File: src/rtl/pi_lane_permuter.sv
// Serial 25-lane loader, ITER-pass pi lane permutation over ping-pong buffers, serial drain.
// Optional per-lane rotation during each move when PI_LANE_PERMUTER_RHO_EN is defined.
module pi_lane_permuter #(
   parameter int unsigned LANE_W = 8,
   parameter int unsigned ITER   = 1
) (
   input  logic              clk,
   input  logic              rst,
   input  logic              in_valid,
   output logic              in_ready,
   input  logic [LANE_W-1:0] in_data,
   output logic              out_valid,
   input  logic              out_ready,
   output logic [LANE_W-1:0] out_data,
   output logic              busy,
   output logic              done
);

   typedef enum logic [1:0] {StIdle, StLoad, StPerm, StDrain} state_e;

   localparam logic [4:0] LastIdx  = 5'd24;
   localparam logic [4:0] LastPass = 5'(ITER - 1);

   function automatic logic [2:0] mod5Fix(input logic [3:0] x);
      return (x >= 4'd5) ? 3'(x - 4'd5) : x[2:0];
   endfunction

   state_e             stateQ, stateD;
   logic [4:0]         loadCntQ, loadCntD;
   logic [4:0]         moveCntQ, moveCntD;
   logic [2:0]         iQ, iD, jQ, jD;
   logic [4:0]         passQ, passD;
   logic [4:0]         drainQ, drainD;
   logic               selQ, selD;
   logic               outValidQ, outValidD;
   logic [LANE_W-1:0]  outDataQ, outDataD;
   logic               doneQ, doneD;

   logic [LANE_W-1:0]  bufA [25];
   logic [LANE_W-1:0]  bufB [25];

   logic [4:0]         rdAddr;
   logic [LANE_W-1:0]  rdLane, permLane;
   logic [2:0]         twoI, twoJ, threeJ, rowOut;
   logic [4:0]         destAddr;
   logic               wrEn, wrToB;
   logic [4:0]         wrAddr;
   logic [LANE_W-1:0]  wrData;

   // Destination column (2i+3j) mod 5 built from small mod-5 corrections
   assign twoI     = mod5Fix({iQ, 1'b0});
   assign twoJ     = mod5Fix({jQ, 1'b0});
   assign threeJ   = mod5Fix({1'b0, twoJ} + {1'b0, jQ});
   assign rowOut   = mod5Fix({1'b0, twoI} + {1'b0, threeJ});
   assign destAddr = {jQ, 2'b00} + {2'b00, jQ} + {2'b00, rowOut};

   always_comb begin
      rdAddr = moveCntQ;
      // Drain prefetches the next lane so out_data is registered with out_valid
      if (stateQ == StDrain) rdAddr = outValidQ ? drainQ + 5'd1 : drainQ;
   end

   assign rdLane = selQ ? bufB[rdAddr] : bufA[rdAddr];

`ifdef PI_LANE_PERMUTER_RHO_EN
   localparam int unsigned RhoTab [25] = '{
      0, 36, 3, 41, 18,
      1, 44, 10, 45, 2,
      62, 6, 43, 15, 61,
      28, 55, 25, 21, 56,
      27, 20, 39, 8, 14
   };
   logic [2*LANE_W-1:0] rotWide;
   always_comb begin
      rotWide  = {rdLane, rdLane} << (RhoTab[moveCntQ] % LANE_W);
      permLane = rotWide[2*LANE_W-1:LANE_W];
   end
`else
   assign permLane = rdLane;
`endif

   always_comb begin
      stateD    = stateQ;
      loadCntD  = loadCntQ;
      moveCntD  = moveCntQ;
      iD        = iQ;
      jD        = jQ;
      passD     = passQ;
      drainD    = drainQ;
      selD      = selQ;
      outValidD = outValidQ;
      outDataD  = outDataQ;
      doneD     = 1'b0;
      wrEn      = 1'b0;
      wrToB     = 1'b0;
      wrAddr    = '0;
      wrData    = '0;
      unique case (stateQ)
         StIdle: begin
            if (in_valid) begin
               wrEn     = 1'b1;
               wrData   = in_data;
               loadCntD = 5'd1;
               stateD   = StLoad;
            end
         end
         StLoad: begin
            if (in_valid) begin
               wrEn   = 1'b1;
               wrToB  = selQ;
               wrAddr = loadCntQ;
               wrData = in_data;
               if (loadCntQ == LastIdx) begin
                  loadCntD = '0;
                  moveCntD = '0;
                  iD       = '0;
                  jD       = '0;
                  passD    = '0;
                  stateD   = StPerm;
               end else begin
                  loadCntD = loadCntQ + 5'd1;
               end
            end
         end
         StPerm: begin
            wrEn   = 1'b1;
            wrToB  = ~selQ;
            wrAddr = destAddr;
            wrData = permLane;
            if (moveCntQ == LastIdx) begin
               moveCntD = '0;
               iD       = '0;
               jD       = '0;
               selD     = ~selQ;
               passD    = passQ + 5'd1;
               if (passQ == LastPass) begin
                  drainD = '0;
                  stateD = StDrain;
               end
            end else begin
               moveCntD = moveCntQ + 5'd1;
               if (jQ == 3'd4) begin
                  jD = '0;
                  iD = iQ + 3'd1;
               end else begin
                  jD = jQ + 3'd1;
               end
            end
         end
         StDrain: begin
            if (!outValidQ) begin
               outValidD = 1'b1;
               outDataD  = rdLane;
            end else if (out_ready) begin
               if (drainQ == LastIdx) begin
                  outValidD = 1'b0;
                  outDataD  = '0;
                  drainD    = '0;
                  passD     = '0;
                  selD      = 1'b0;
                  doneD     = 1'b1;
                  stateD    = StIdle;
               end else begin
                  drainD   = drainQ + 5'd1;
                  outDataD = rdLane;
               end
            end
         end
         default: stateD = StIdle;
      endcase
   end

   always_ff @(posedge clk or negedge rst) begin
      if (!rst) begin
         stateQ    <= StIdle;
         loadCntQ  <= '0;
         moveCntQ  <= '0;
         iQ        <= '0;
         jQ        <= '0;
         passQ     <= '0;
         drainQ    <= '0;
         selQ      <= 1'b0;
         outValidQ <= 1'b0;
         outDataQ  <= '0;
         doneQ     <= 1'b0;
      end else begin
         stateQ    <= stateD;
         loadCntQ  <= loadCntD;
         moveCntQ  <= moveCntD;
         iQ        <= iD;
         jQ        <= jD;
         passQ     <= passD;
         drainQ    <= drainD;
         selQ      <= selD;
         outValidQ <= outValidD;
         outDataQ  <= outDataD;
         doneQ     <= doneD;
      end
   end

   // Lane storage needs no reset; contents are rewritten by every load
   always_ff @(posedge clk) begin
      if (wrEn) begin
         if (wrToB) bufB[wrAddr] <= wrData;
         else       bufA[wrAddr] <= wrData;
      end
   end

   assign in_ready  = rst & ((stateQ == StIdle) | (stateQ == StLoad));
   assign out_valid = outValidQ;
   assign out_data  = outDataQ;
   assign busy      = (stateQ != StIdle);
   assign done      = doneQ;

endmodule

File: config.mk
export PLATFORM = sky130hd
export DESIGN_NAME = pi_lane_permuter
export DESIGN_NICKNAME = d
export VERILOG_FILES = /design/src/rtl/pi_lane_permuter.sv
export SDC_FILE = /design/constraint.sdc
export NUM_CORES = 1
export LEC_CHECK = 0
export ABC_AREA = 1
export ABC_CLOCK_PERIOD_IN_PS = 7100
export CAP_MARGIN = 20
export CELL_PAD_IN_SITES_DETAIL_PLACEMENT = 1
export CELL_PAD_IN_SITES_GLOBAL_PLACEMENT = 1
export CORE_UTILIZATION = 49
export CTS_BUF_LIST = sky130_fd_sc_hd__clkbuf_8
export CTS_CLUSTER_SIZE = 16
export DETAILED_ROUTE_END_ITERATION = 6
export GPL_TIMING_DRIVEN = 0
export MAX_ROUTING_LAYER = met4
export PLACE_DENSITY_LB_ADDON = 0.08
export SLEW_MARGIN = 20
export SYNTH_ARGS = -nofsm -noshare
export SYNTH_HDL_FRONTEND = slang
export SYNTH_SLANG_ARGS = --single-unit
File: constraint.sdc
create_clock -name clk -period 7.1 [get_ports clk]
set_clock_uncertainty 0.15 [all_clocks]
set_input_delay 1.065 -clock clk [delete_from_list [all_inputs] [get_ports clk]]
set_output_delay 1.065 -clock clk [all_outputs]
set_load 0.03 [all_outputs]
Word level (Yosys, flattened, before mapping)
Memory sizes are Yosys's and may differ from the RTL's.
Index checks and enable logic that the tools add are counted.
Widths: inputs -> output; s select.
{"block": "op_classes", "mux": 72, "n_bitwise": 3, "eq_ne": 17, "n_addsub": 14, "n_reduce_logical": 16, "n_lt_le_gt_ge": 4}
{"op": "$mux 5", "n": 18}
{"op": "$mux 8", "n": 5}
{"op": "$pmux 5 s2", "n": 4}
{"op": "$mux 3", "n": 10}
{"op": "$add 5x1->5 const B", "n": 4}
{"op": "$mux 1", "n": 19}
{"op": "$ge 4x3->1 const B", "n": 4}
{"op": "$mux 2", "n": 8}
{"op": "$ne 2x2->1 const B", "n": 8}
{"op": "$pmux 8 s2", "n": 1}
{"op": "$eq 5x5->1 const B", "n": 3}
{"op": "$pmux 5 s3", "n": 1}
{"op": "$pmux 3 s2", "n": 2}
{"op": "$sub 3x3->3 const B", "n": 4}
{"op": "$add 5x3->5", "n": 2}
{"op": "$reduce_and 5->1", "n": 2}
{"op": "$add 3x3->4", "n": 2}
{"op": "$pmux 2 s4", "n": 1}
{"op": "$reduce_and 8->1", "n": 1}
{"op": "$reduce_bool 2->1", "n": 4}
{"op": "$reduce_and 7->1", "n": 1}
{"op": "$add 3x1->3 const B", "n": 2}
{"op": "$pmux 1 s2", "n": 3}
{"op": "$reduce_and 3->1", "n": 2}
{"op": "14 further kinds", "n": 15}
{"block": "word_totals", "regBits": 39, "elab_cells": 139, "ram_bits": 400, "inputBits": 12, "memories": 2, "out_inout_bits": 12}
{"memory": "bufA", "words": 25, "word_bits": 8, "read_ports": 1, "rd_ports_with_merged_regs": 0, "write_ports": 1, "line": "39", "source": "logic [LANE_W-1:0] bufA [25];"}
{"memory": "bufB", "words": 25, "word_bits": 8, "read_ports": 1, "rd_ports_with_merged_regs": 0, "write_ports": 1, "line": "40", "source": "logic [LANE_W-1:0] bufB [25];"}

Depth between registers and ports, before layout
Gate-level depths: netlist of run 1.
{"block": "depth", "ltp_word": 10, "ltp_mapped": 32, "mapped_depth_nobuf": 32}

Worst setup path before layout of run 1
No wires, ideal clock.
{"block": "synth_timing", "path_type": "register -> register", "from": "register jQ[2]", "to": "memory bufB[20][0], enable pin", "synth_period_minus_slack_ps": 6417, "path_buffers": 0, "t_arrival_ps": 5883, "path_stages_with_launch": 31, "required_time_ps": 6567, "setup_time_ps": 383, "setup_slack_ps": 683, "cell_sequence": "dfrtp_1 -> inv_1 -> o21ai_0 -> ha_1 -> ha_1 -> xnor2_1 -> ha_1 -> inv_1 -> o21ai_0 -> nand2_1 -> xor2_1 -> ha_1 -> fa_1 -> inv_1 -> ha_1 -> inv_1 -> o21ai_0 -> nand3_1 -> nand2_1 -> xor2_1 -> fa_1 -> inv_1 -> ha_1 -> a21o_1 -> a21oi_1 -> nor2_1 -> o22ai_1 -> nand2_1 -> nor2_1 -> nand2_1 -> nor3_1"}
{"block": "synth_between", "elab_chain_cells": 10, "word_cells_on_any_way": 13, "classes_between": "add/sub (6); order compare (3); mux (4)"}
{"element": "start, declared", "line": "31", "source": "logic [2:0] iQ, iD, jQ, jD;"}
{"element": "start signal, assigned", "line": "191", "source": "jQ <= jD;"}
{"element": "$ge 4x3->1", "line": "25", "source": "return (x >= 4'd5) ? 3'(x - 4'd5) : x[2:0];"}
{"element": "$mux 3", "line": "25"}
{"element": "$add 3x3->4", "line": "53", "source": "assign threeJ = mod5Fix({1'b0, twoJ} + {1'b0, jQ});"}
{"element": "$ge 4x3->1 / $sub 3x3->3 (equally long branches)", "line": "25"}
{"element": "$mux 3", "line": "25"}
{"element": "$add 3x3->4", "line": "54", "source": "assign rowOut = mod5Fix({1'b0, twoI} + {1'b0, threeJ});"}
{"element": "$ge 4x3->1 / $sub 3x3->3 (equally long branches)", "line": "25"}
{"element": "$mux 3", "line": "25"}
{"element": "$add 5x3->5 *", "line": "55", "source": "assign destAddr = {jQ, 2'b00} + {2'b00, jQ} + {2'b00, rowOut};"}
{"element": "$pmux 5 s2 *", "line": "98", "source": "unique case (stateQ)"}
{"element": "end, declared", "line": "40"}
Every way passes the cells marked *; elsewhere a longest branch is shown, timed or not.

Final worst setup path of run 1
{"block": "layout_timing", "from": "register jQ[0]", "to": "memory bufA[8][2], enable pin"}
{"block": "layout_between", "elab_chain_cells": 10, "word_cells_on_any_way": 14, "classes_between": "add/sub (7); order compare (3); mux (4)"}
{"element": "$ge 4x3->1 / $sub 3x3->3 (equally long branches)", "line": "25"}
{"element": "$mux 3", "line": "25"}
{"element": "$add 3x3->4", "line": "53"}
{"element": "$ge 4x3->1 / $sub 3x3->3 (equally long branches)", "line": "25"}
{"element": "$mux 3", "line": "25"}
{"element": "$add 3x3->4", "line": "54"}
{"element": "$ge 4x3->1 / $sub 3x3->3 (equally long branches)", "line": "25"}
{"element": "$mux 3", "line": "25"}
{"element": "$add 5x3->5 *", "line": "55"}
{"element": "$pmux 5 s2 *", "line": "98"}
{"element": "end, declared", "line": "39"}
Marked as above.

==> results of run 1 <==
## synth_stat cells
library cell / number / area (µm²)
edfxtp_1: 400 / 12000
nand4_1: 173 / 1080
nor3b_1: 4 / 30.0
nor2_2: 1 / 6.26
inv_2: 1 / 3.75
a31oi_1: 1 / 6.26
inv_1: 440 / 1650
nand2_2: 1 / 6.26
dfrtp_1: 39 / 976
o22ai_1: 7 / 43.8
xnor2_1: 3 / 26.3
xor2_1: 7 / 61.3
nor2_1: 57 / 214
o211ai_1: 9 / 67.6
and3_1: 1 / 6.26
clkbuf_1: 55 / 206
a31o_2: 1 / 8.76
buf_2: 40 / 200
o211ai_2: 1 / 12.5
clkinv_1: 1 / 3.75
nand3_2: 2 / 20.0
a22oi_1: 2 / 15.0
buf_4: 5 / 37.5
a21oi_2: 1 / 8.76
a21oi_1: 40 / 200
nand2_1: 363 / 1360
o21ai_1: 8 / 40.0
ha_1: 30 / 375
fa_1: 3 / 60.1
nand3_1: 359 / 1800
o21ai_0: 36 / 180
buf_6: 1 / 11.3
buf_1: 25 / 93.8
a21o_1: 3 / 22.5
a211oi_1: 1 / 7.51
nor3_1: 39 / 195
## metal layers
metal / global-route usage (%) / vias to the layer above
met5: - / -
met4: 16.6 / 0
met3: 6.31 / 212
met2: 55.2 / 705
met1: 40.1 / 8454
li1: - / 7626
## state kept, by name, indices dropped and copies added, names as in the netlist
name and cells:
iQ 3, out_data 8, stateQ 2, bufA 200, passQ 5, bufB 200, moveCntQ 5, out_valid 1
drainQ 5, jQ 3, selQ 1, loadCntQ 5, done 1
## area by class of cell
class / count / area, µm²
plain buffers: 126 / 553
multi-input cells: 1153 / 6540
clock inverters: 44 / 179
clock buffers: 80 / 1100
fillers: 4584 / 17100
repair buffers: 83 / 1390
flip-flops and latches: 439 / 13000
inverters: 442 / 1660
well taps: 539 / 674
## final timing paths
kind / end / slack (ns)
max reg2reg: bufA[8][2] / 0.25
min reg2reg: out_data[6] / 0.37
max: bufA[8][2] / 0.25
min in group clk: out_data[6] / 0.37
max in group asynchronous: iQ[2] / 6.01
min: out_data[5] / 0.27
## metrics by stage
step           total power (µW)  util [%]
2_1_floorplan              6500         -
3_3_place_gp               8450      52.1
3_5_place_dp               8910      53.6
4_1_cts                   11100      58.8
5_1_grt                   11900      59.5
6_report                  11400      59.5
## kinds of logic (layout without fill, tap and decap cells)
family	after synthesis	in the layout	synth area share, %
XOR/XNOR	10	10	0.416
AND/OR/NAND/NOR	1000	1000	22.4
buffers and inverters	568	775	10.5
AO/OA/AOI/OAI	110	110	2.91
flip-flops	439	439	61.7
adder cells (fa/ha/maj)	33	33	2.07
## cell usage in the layout, fill, tap and decap left out, types with 35 or more instances in the layout
cell type	netlist	routed
dfrtp_1	39	37
nand4_1	173	173
edfxtp_1	400	400
inv_1	440	466
clkbuf_1	55	52
clkbuf_8	0	80
buf_2	40	41
nand2_1	363	352
o21ai_0	36	35
nand3_1	359	358
## worst reg2reg max path: cells and delay by family, from the launching register on
family                     cells  cell delay (ns)
buffers and inverters          8             1.02
xor gates and xnor gates       3             0.54
AOI/OAI and AO/OA              4             0.45
adders and majority gates      8             2.78
DFF                            1             0.44
and+or+nand+nor                7             1.21
## power groups by stage
stage / logic [µW] / registers (µW) / clock network, µW
after floorplan: 3010 / 3490 / 0
after global placement: 4910 / 3540 / 0
after detailed placement: 5470 / 3450 / 0
after CTS: 5630 / 3390 / 2060
after global routing: 6280 / 3410 / 2190
final: 5920 / 3390 / 2080
## repair_timing
| action | 4_1_cts | 5_1_grt |
|---|---|---|
| pin swaps | 28 | 20 |
| endpoints found under the setup margin | 376 | 400 |
| buffers inserted | 29 | 13 |
| gates cloned | 0 | 0 |
| gates resized for setup | 89 | 33 |
==> results.cfg, run 1 <==
[status]
outcome = completed

[power]
internal_power_uw = 5990
powerDensity_nw_per_um2 = 454
power.leakage_uw = 0.0110
swShare_pct = 47.4
p_clk_share_pct = 18.3
switching_power_uw = 5400
seq_power_share_pct = 29.8
peakVddDrop_uv = 250
p_comb_share_pct = 52.0

[logic_synthesis]
postSynthCellCount = 2160
syn-num-nets = 2205
synth.distinct_cells = 36
ys_seq_area_share_pct = 61.7
ys_seq_elements = 439
yosys_warnings = 0
avgSynthCellArea_um2 = 9.75
synth_area_um2 = 21100

[sta]
slew_violations = 0
hold_viol_final = 0
fin_crit_sh_pct = 96.4
finalSetupTns_ns = 0
finalCriticalPeriod_ns = 6.85
final-setup-viol-count = 0
hold_ws_ns = 0.268
worst_pin_slew_ns = 1.34
fmax_ghz = 0.146
setup_ws_ns = 0.253
slew_headroom_pct = 10.3

[clock_tree]
cts.reportedPaths.clkPinSlew_ns = 0.06
cts_hold_buf = 0
clock_path_buffers = 3
clockRootBuffer = clkbuf_8
clk_latency_ns = 0.65
cts-htree-levels = 3
numCtsBuffers = 75
cts_tree = yes
clock-sinks = 439

[routing]
drt_iter0_drc = 1486
wl_per_cell_um = 24.5
wl_met2_um = 35000
routed_wl_um = 71200
met3_length_um = 5290
top_layer = met4
viasPerCell = 5.85
first_pass_iters = 6
met1_length_um = 27500
ant_nets = 0
drcViolationCount = 0
route.vias.total = 17000

[critical_path]
cpPeakStageDelay_ns = 0.49
r2r_cells = 30
cpMostUsedCell = inv_1
worst_setup_path_start_kind = flip-flop
critPathMaxFanout = 8
cp_data_arrival_time_ns = 7.03
cp.depth = 30
cp_top_family = adder cells
crit_path_end_kind = flip-flop
path_buf_inv = 8
setup.worst_path.class = flip-flop to flip-flop
r2r_start = jQ[0]
setup.worst_path.start = jQ[0]
cp.required_ns = 7.28
cp_slowest_cell = fa_1

[floorplanning]
start_util_pct = 50.0
die_area_um2 = 43800
ios = 24
die_x_um = 209
row_count = 75
die_h_um = 209
core_um2 = 42100

[layout]
design_area_um2 = 25100
drive_gt1_share_pct = 12.1
fin_cells = 2906
area_delta_synth_final_pct = 19.1
layout.nets = 2365
antennaDiodeCount = 0

[grt]
grt_pass1_vias = 17700
grt_pass1_wl_um = 105000
grt-ovfl-total = 0
grt_max_degree = 25
grt_usage_pct = 33.7
antenna_found_initial = 0

[min_path]
hold_path.class = input port to asynchronous set/reset pin

[placement]
pre_cts_ws_ns = -0.639
portBuffers = 23
postPlaceCellArea_um2 = 22600
place.gp.congestion = 0.945
dp_hpwl_um = 48500
dpl.cell_count = 2740

[run]
max_cap_viol_count = 0
Note: power is estimated with default switching activity, not from simulation.
==> run 2, diff against run 1 <==
Settings changed: SLEW_MARGIN 20 to 10.
==> run 2 against run 1 <==
Non-clock buffer count grew 10. Clock-buffer cell count grew 2. Core utilization grew 0.13 points. Critical path depth grew 1. Die area is the same. Sequential power is essentially flat. First-iteration DRC count grew 6.8%. Highest routed layer unchanged. Combinational power is essentially flat. Critical endpoint is now bufA[6][4]. Clock power grew 2%. Largest power group unchanged. Via count grew 1.2%. Final cell count grew 0.79%.
==> results.cfg, run 2 (synthesis results as in run 1) <==
[critical_path]
cpPeakStageDelay_ns = 0.54
r2r-end = bufA[6][4]
rrSetupSlack_ns = 0.25
r2r_cells = 31
worst_setup_path_start_kind = flip-flop
r2r_start = jQ[0]
cp.required_ns = 7.30
cp_slowest_cell = fa_1
setup.worst_path.class = flip-flop to flip-flop
critPathMaxFanout = 8
crit_path_end_kind = flip-flop
cp_data_arrival_time_ns = 7.05
cpMostUsedCell = inv_1

[power]
finalPower_uw = 11400
peakVddDrop_uv = 270
powerDensity_nw_per_um2 = 455
switching_power_uw = 5450
power.leakage_uw = 0.0110
p_clk_share_pct = 18.6
p_comb_share_pct = 51.7
internal_power_uw = 5990
swShare_pct = 47.6
seq_power_share_pct = 29.7

[sta]
worst_pin_slew_ns = 1.33
final-setup-viol-count = 0
slew_headroom_pct = 11.3
fmax_ghz = 0.146
finalCriticalPeriod_ns = 6.85
hold_viol_final = 0
slew_violations = 0
finalSetupTns_ns = 0
setup_ws_ns = 0.251
fin_crit_sh_pct = 96.5
rsz0062_at_grt = true

[placement]
portBuffers = 23
place.gp.congestion = 0.945
pre_cts_ws_ns = -0.611
dpl.cell_count = 2743
dp_hpwl_um = 48700

[routing]
drcViolationCount = 0
first_pass_iters = 7
route.vias.total = 17200
wl_per_cell_um = 24.4
viasPerCell = 5.87
ant_nets = 0
drt_iter0_drc = 1587
routed_wl_um = 71500

[floorplanning]
row_count = 75
ios = 24
core_um2 = 42100
die_area_um2 = 43800
die_x_um = 209
start_util_pct = 50.0
die_h_um = 209

[clock_tree]
clock_path_buffers = 3
cts_tree = yes
cts_hold_buf = 0
numCtsBuffers = 76
clockRootBuffer = clkbuf_8
cts.reportedPaths.clkPinSlew_ns = 0.06
clk_latency_ns = 0.67
clock-sinks = 439
cts-htree-levels = 3

[grt]
grt_max_degree = 27
grt_pass1_vias = 17800
grt-ovfl-total = 0
antenna_found_initial = 0
grt_pass1_wl_um = 105000
grt_usage_pct = 33.4

[layout]
final_common_cell = inv_1
layout_common_cells = inv_1 (465), edfxtp_1 (400), nand3_1 (357), nand2_1 (356), nand4_1 (173)
area_delta_synth_final_pct = 19.4
drive_gt1_share_pct = 12.4
post-route-util_pct = 59.6
layout.nets = 2376
fillCellCount = 4573
fin_cells = 2929

[run]
max_cap_viol_count = 0

[status]
outcome = completed

[min_path]
hold_path.class = input port to asynchronous set/reset pin
==> run 2: changes by cell type in the layout (fill, tap and decap cells not counted), sizes merged <==
cell	change
diode	+1
clkinv	+6
clkinvlp	+4
clkbuf	+2
buf	+10
==> run 2: critical path: cells and delay by family (launching register included) <==
kind            cells  cell delay (ns)
simple gates        8             1.28
xor+xnor            3             0.55
compound gates      4             0.43
flops               1             0.44
buf+inv             8             0.87
fa+ha+maj           8             2.83
==> run 2: through the flow <==
step / hold WS, ns / cell area (µm²)
6_report: 0.244 / 25100
5_1_grt: 0.271 / 25100
4_1_cts: 0.220 / 24700
3_5_place_dp: 0.352 / 22500
3_3_place_gp: 0.350 / 22000
2_1_floorplan: 0.340 / 21100
==> run 2: power by group through the flow <==
stage	logic, µW	registers [µW]	clock network (µW)
floorplan	3010	3490	0
global placement	4910	3540	0
detailed placement	5410	3450	0
CTS	5560	3390	2140
global route	6250	3410	2250
finish	5910	3400	2130
==> run 2: what timing repair did <==
action                     CTS  global route
resized for setup           86            45
pin swaps                   26            22
buffers inserted            30            17
gates cloned                 0             0
setup endpoints to repair  379           400
==> run 2: worst max path at each step <==
stage | start | endpoint | slack, ns | depth (start not counted)
finish | jQ[0] | bufA[6][4] | 0.25 | 31
global route | jQ[1] | bufB[5][5] | -0.14 | 32
CTS | jQ[2] | bufB[8][7] | -0.11 | 30
detailed placement | jQ[2] | bufB[17][7] | -0.61 | 29
global placement | stateQ[1] | bufB[6][2] | -1.51 | 14
floorplan | jQ[2] | bufB[20][0] | 0.68 | 30
==> run 2: layout make-up <==
class	instances	area, µm²	area share (%)
diodes	1	2.50	0.00996
plain buffers	126	551	2.19
clock buffers	82	1130	4.49
clock inverters	54	231	0.921
inverters	442	1660	6.62
multi-input cells	1153	6550	26.1
flip-flops and latches	439	13000	51.7
well taps	539	674	2.68
repair buffers	93	1340	5.34
==> run 2: per-layer routing <==
| layer | GRT usage [%] | wire length (µm) | vias up |
|---|---|---|---|
| met3 | 6.02 | 5380 | 248 |
| met2 | 53.8 | 34100 | 774 |
| met1 | 40.7 | 28300 | 8511 |
| met5 | - | 0 | - |
| li1 | - | - | 7662 |
| met4 | 16.3 | 3650 | 0 |
==> run 3, diff against run 2 <==
Settings changed: RECOVER_POWER set to 100.
==> run 3 against run 2 <==
Clock-buffer cell count unchanged. Total power about the same. Die area is the same. Critical path depth is the same. Core utilization shrank 0.059 points. Sequential share of layout area is 0.052 points higher. Maximum frequency up 0.11%. Largest power group unchanged. Highest routed layer unchanged.
==> results.cfg, run 3 (synthesis results as in run 1) <==
[status]
outcome = completed

[critical_path]
cp_slowest_cell = fa_1
r2r_cells = 31
cpPeakStageDelay_ns = 0.54
cp.required_ns = 7.30
rrSetupSlack_ns = 0.26
r2r_start = jQ[0]
cp_data_arrival_time_ns = 7.04
cpMostUsedCell = inv_1
setup.worst_path.class = flip-flop to flip-flop
critPathMaxFanout = 8
r2r-end = bufA[5][7]
crit_path_end_kind = flip-flop
worst_setup_path_start_kind = flip-flop

[min_path]
hold_end = out_data[6]
hold_path.class = flip-flop to flip-flop
hold_start = out_data[6]
min_path_cells = 2

[sta]
slew_violations = 0
hold_viol_final = 0
final-setup-viol-count = 0
slew_headroom_pct = 10.2
finalSetupTns_ns = 0
worst_pin_slew_ns = 1.35
finalCriticalPeriod_ns = 6.84
rsz0062_at_grt = true
fmax_ghz = 0.146
hold_ws_ns = 0.365
fin_crit_sh_pct = 96.4

[floorplanning]
start_util_pct = 50.0
row_count = 75
die_x_um = 209
die_area_um2 = 43800
core_um2 = 42100
ios = 24
die_h_um = 209

[power]
power.leakage_uw = 0.0110
peakVddDrop_uv = 269
finalPower_uw = 11400
powerDensity_nw_per_um2 = 456

[clock_tree]
cts_hold_buf = 0
cts.reportedPaths.clkPinSlew_ns = 0.06
clockRootBuffer = clkbuf_8
numCtsBuffers = 76
clk_latency_ns = 0.67
clock-sinks = 439
cts_tree = yes
cts-htree-levels = 3
clock_path_buffers = 3

[grt]
antenna_found_initial = 0
grt_pass1_vias = 17800
grt_pass1_wl_um = 105000
grt-ovfl-total = 0
grt_usage_pct = 33.4
grt_max_degree = 27

[routing]
route.vias.total = 17200
routed_wl_um = 71500
first_pass_iters = 6
viasPerCell = 5.87
wl_per_cell_um = 24.4
drt_iter0_drc = 1555
drcViolationCount = 0
ant_nets = 0

[placement]
place.gp.congestion = 0.945
portBuffers = 23
dpl.cell_count = 2743
postPlaceCellArea_um2 = 22500
dp_hpwl_um = 48700

[layout]
drive_gt1_share_pct = 12.3
layout.nets = 2376
final_common_cell = inv_1
layout_common_cells = inv_1 (465), edfxtp_1 (400), nand3_1 (357), nand2_1 (356), nand4_1 (173)
fin_cells = 2929
area_delta_synth_final_pct = 19.3
design_area_um2 = 25100

[run]
max_cap_viol_count = 0
run 3: worst max-delay path: cells and delay by family (launching register included):
| family | cells | cell delay [ns] |
|---|---|---|
| compound gates | 4 | 0.43 |
| buf+inv | 8 | 0.87 |
| simple gates | 8 | 1.27 |
| flops | 1 | 0.44 |
| xor+xnor | 3 | 0.55 |
| fa+ha+maj | 8 | 2.83 |
run 3: area by class of cell:
cell class | count | area, µm²
fill | 4577 | 17000
tap | 539 | 674
inverter | 442 | 1660
buffer | 126 | 551
sequential | 439 | 13000
clock inverter | 54 | 231
timing repair buffer | 93 | 1320
antenna | 1 | 2.50
multi-input combinational | 1153 | 6550
clock buffer | 82 | 1130
run 3: worst max-delay path by stage:
stage / start / to / slack (ns) / cells after the start
global placement: stateQ[1] / bufB[6][2] / -1.51 / 14
CTS: jQ[2] / bufB[8][7] / -0.11 / 30
floorplan: jQ[2] / bufB[20][0] / 0.68 / 30
detailed placement: jQ[2] / bufB[17][7] / -0.61 / 29
global route: jQ[1] / bufB[5][5] / -0.14 / 32
finish: jQ[0] / bufA[5][7] / 0.26 / 31
run 3: report_power, final:
| part | leakage (µW) | total (µW) | switching, µW | internal, µW |
|---|---|---|---|---|
| Combinational | 0.00603 | 5910 | 4310 | 1600 |
| Sequential | 0.00419 | 3400 | 71.1 | 3320 |
| Clock | 0.000785 | 2130 | 1070 | 1060 |
| Total | 0.0110 | 11400 | 5450 | 5990 |
run 3: repair_timing:
item / in CTS / in global routing
resized for setup: 86 / 45
pin swaps: 26 / 22
endpoints found under the setup margin: 379 / 400
setup buffers: 30 / 17
run 3: metrics by stage:
stage          util [%]  setup WS [ns]
2_1_floorplan         -          0.683
3_3_place_gp       52.1          -1.51
3_5_place_dp       53.4         -0.611
4_1_cts            58.5         -0.112
5_1_grt            59.6         -0.140
6_report           59.6          0.259
run 3: routing by layer:
layer	vias up	part of all wire, %	track usage, %
met5	-	0	-
met4	0	5.1	16.3
met2	786	48	53.8
met1	8514	40	40.7
met3	238	7.4	6.02
li1	7652	-	-
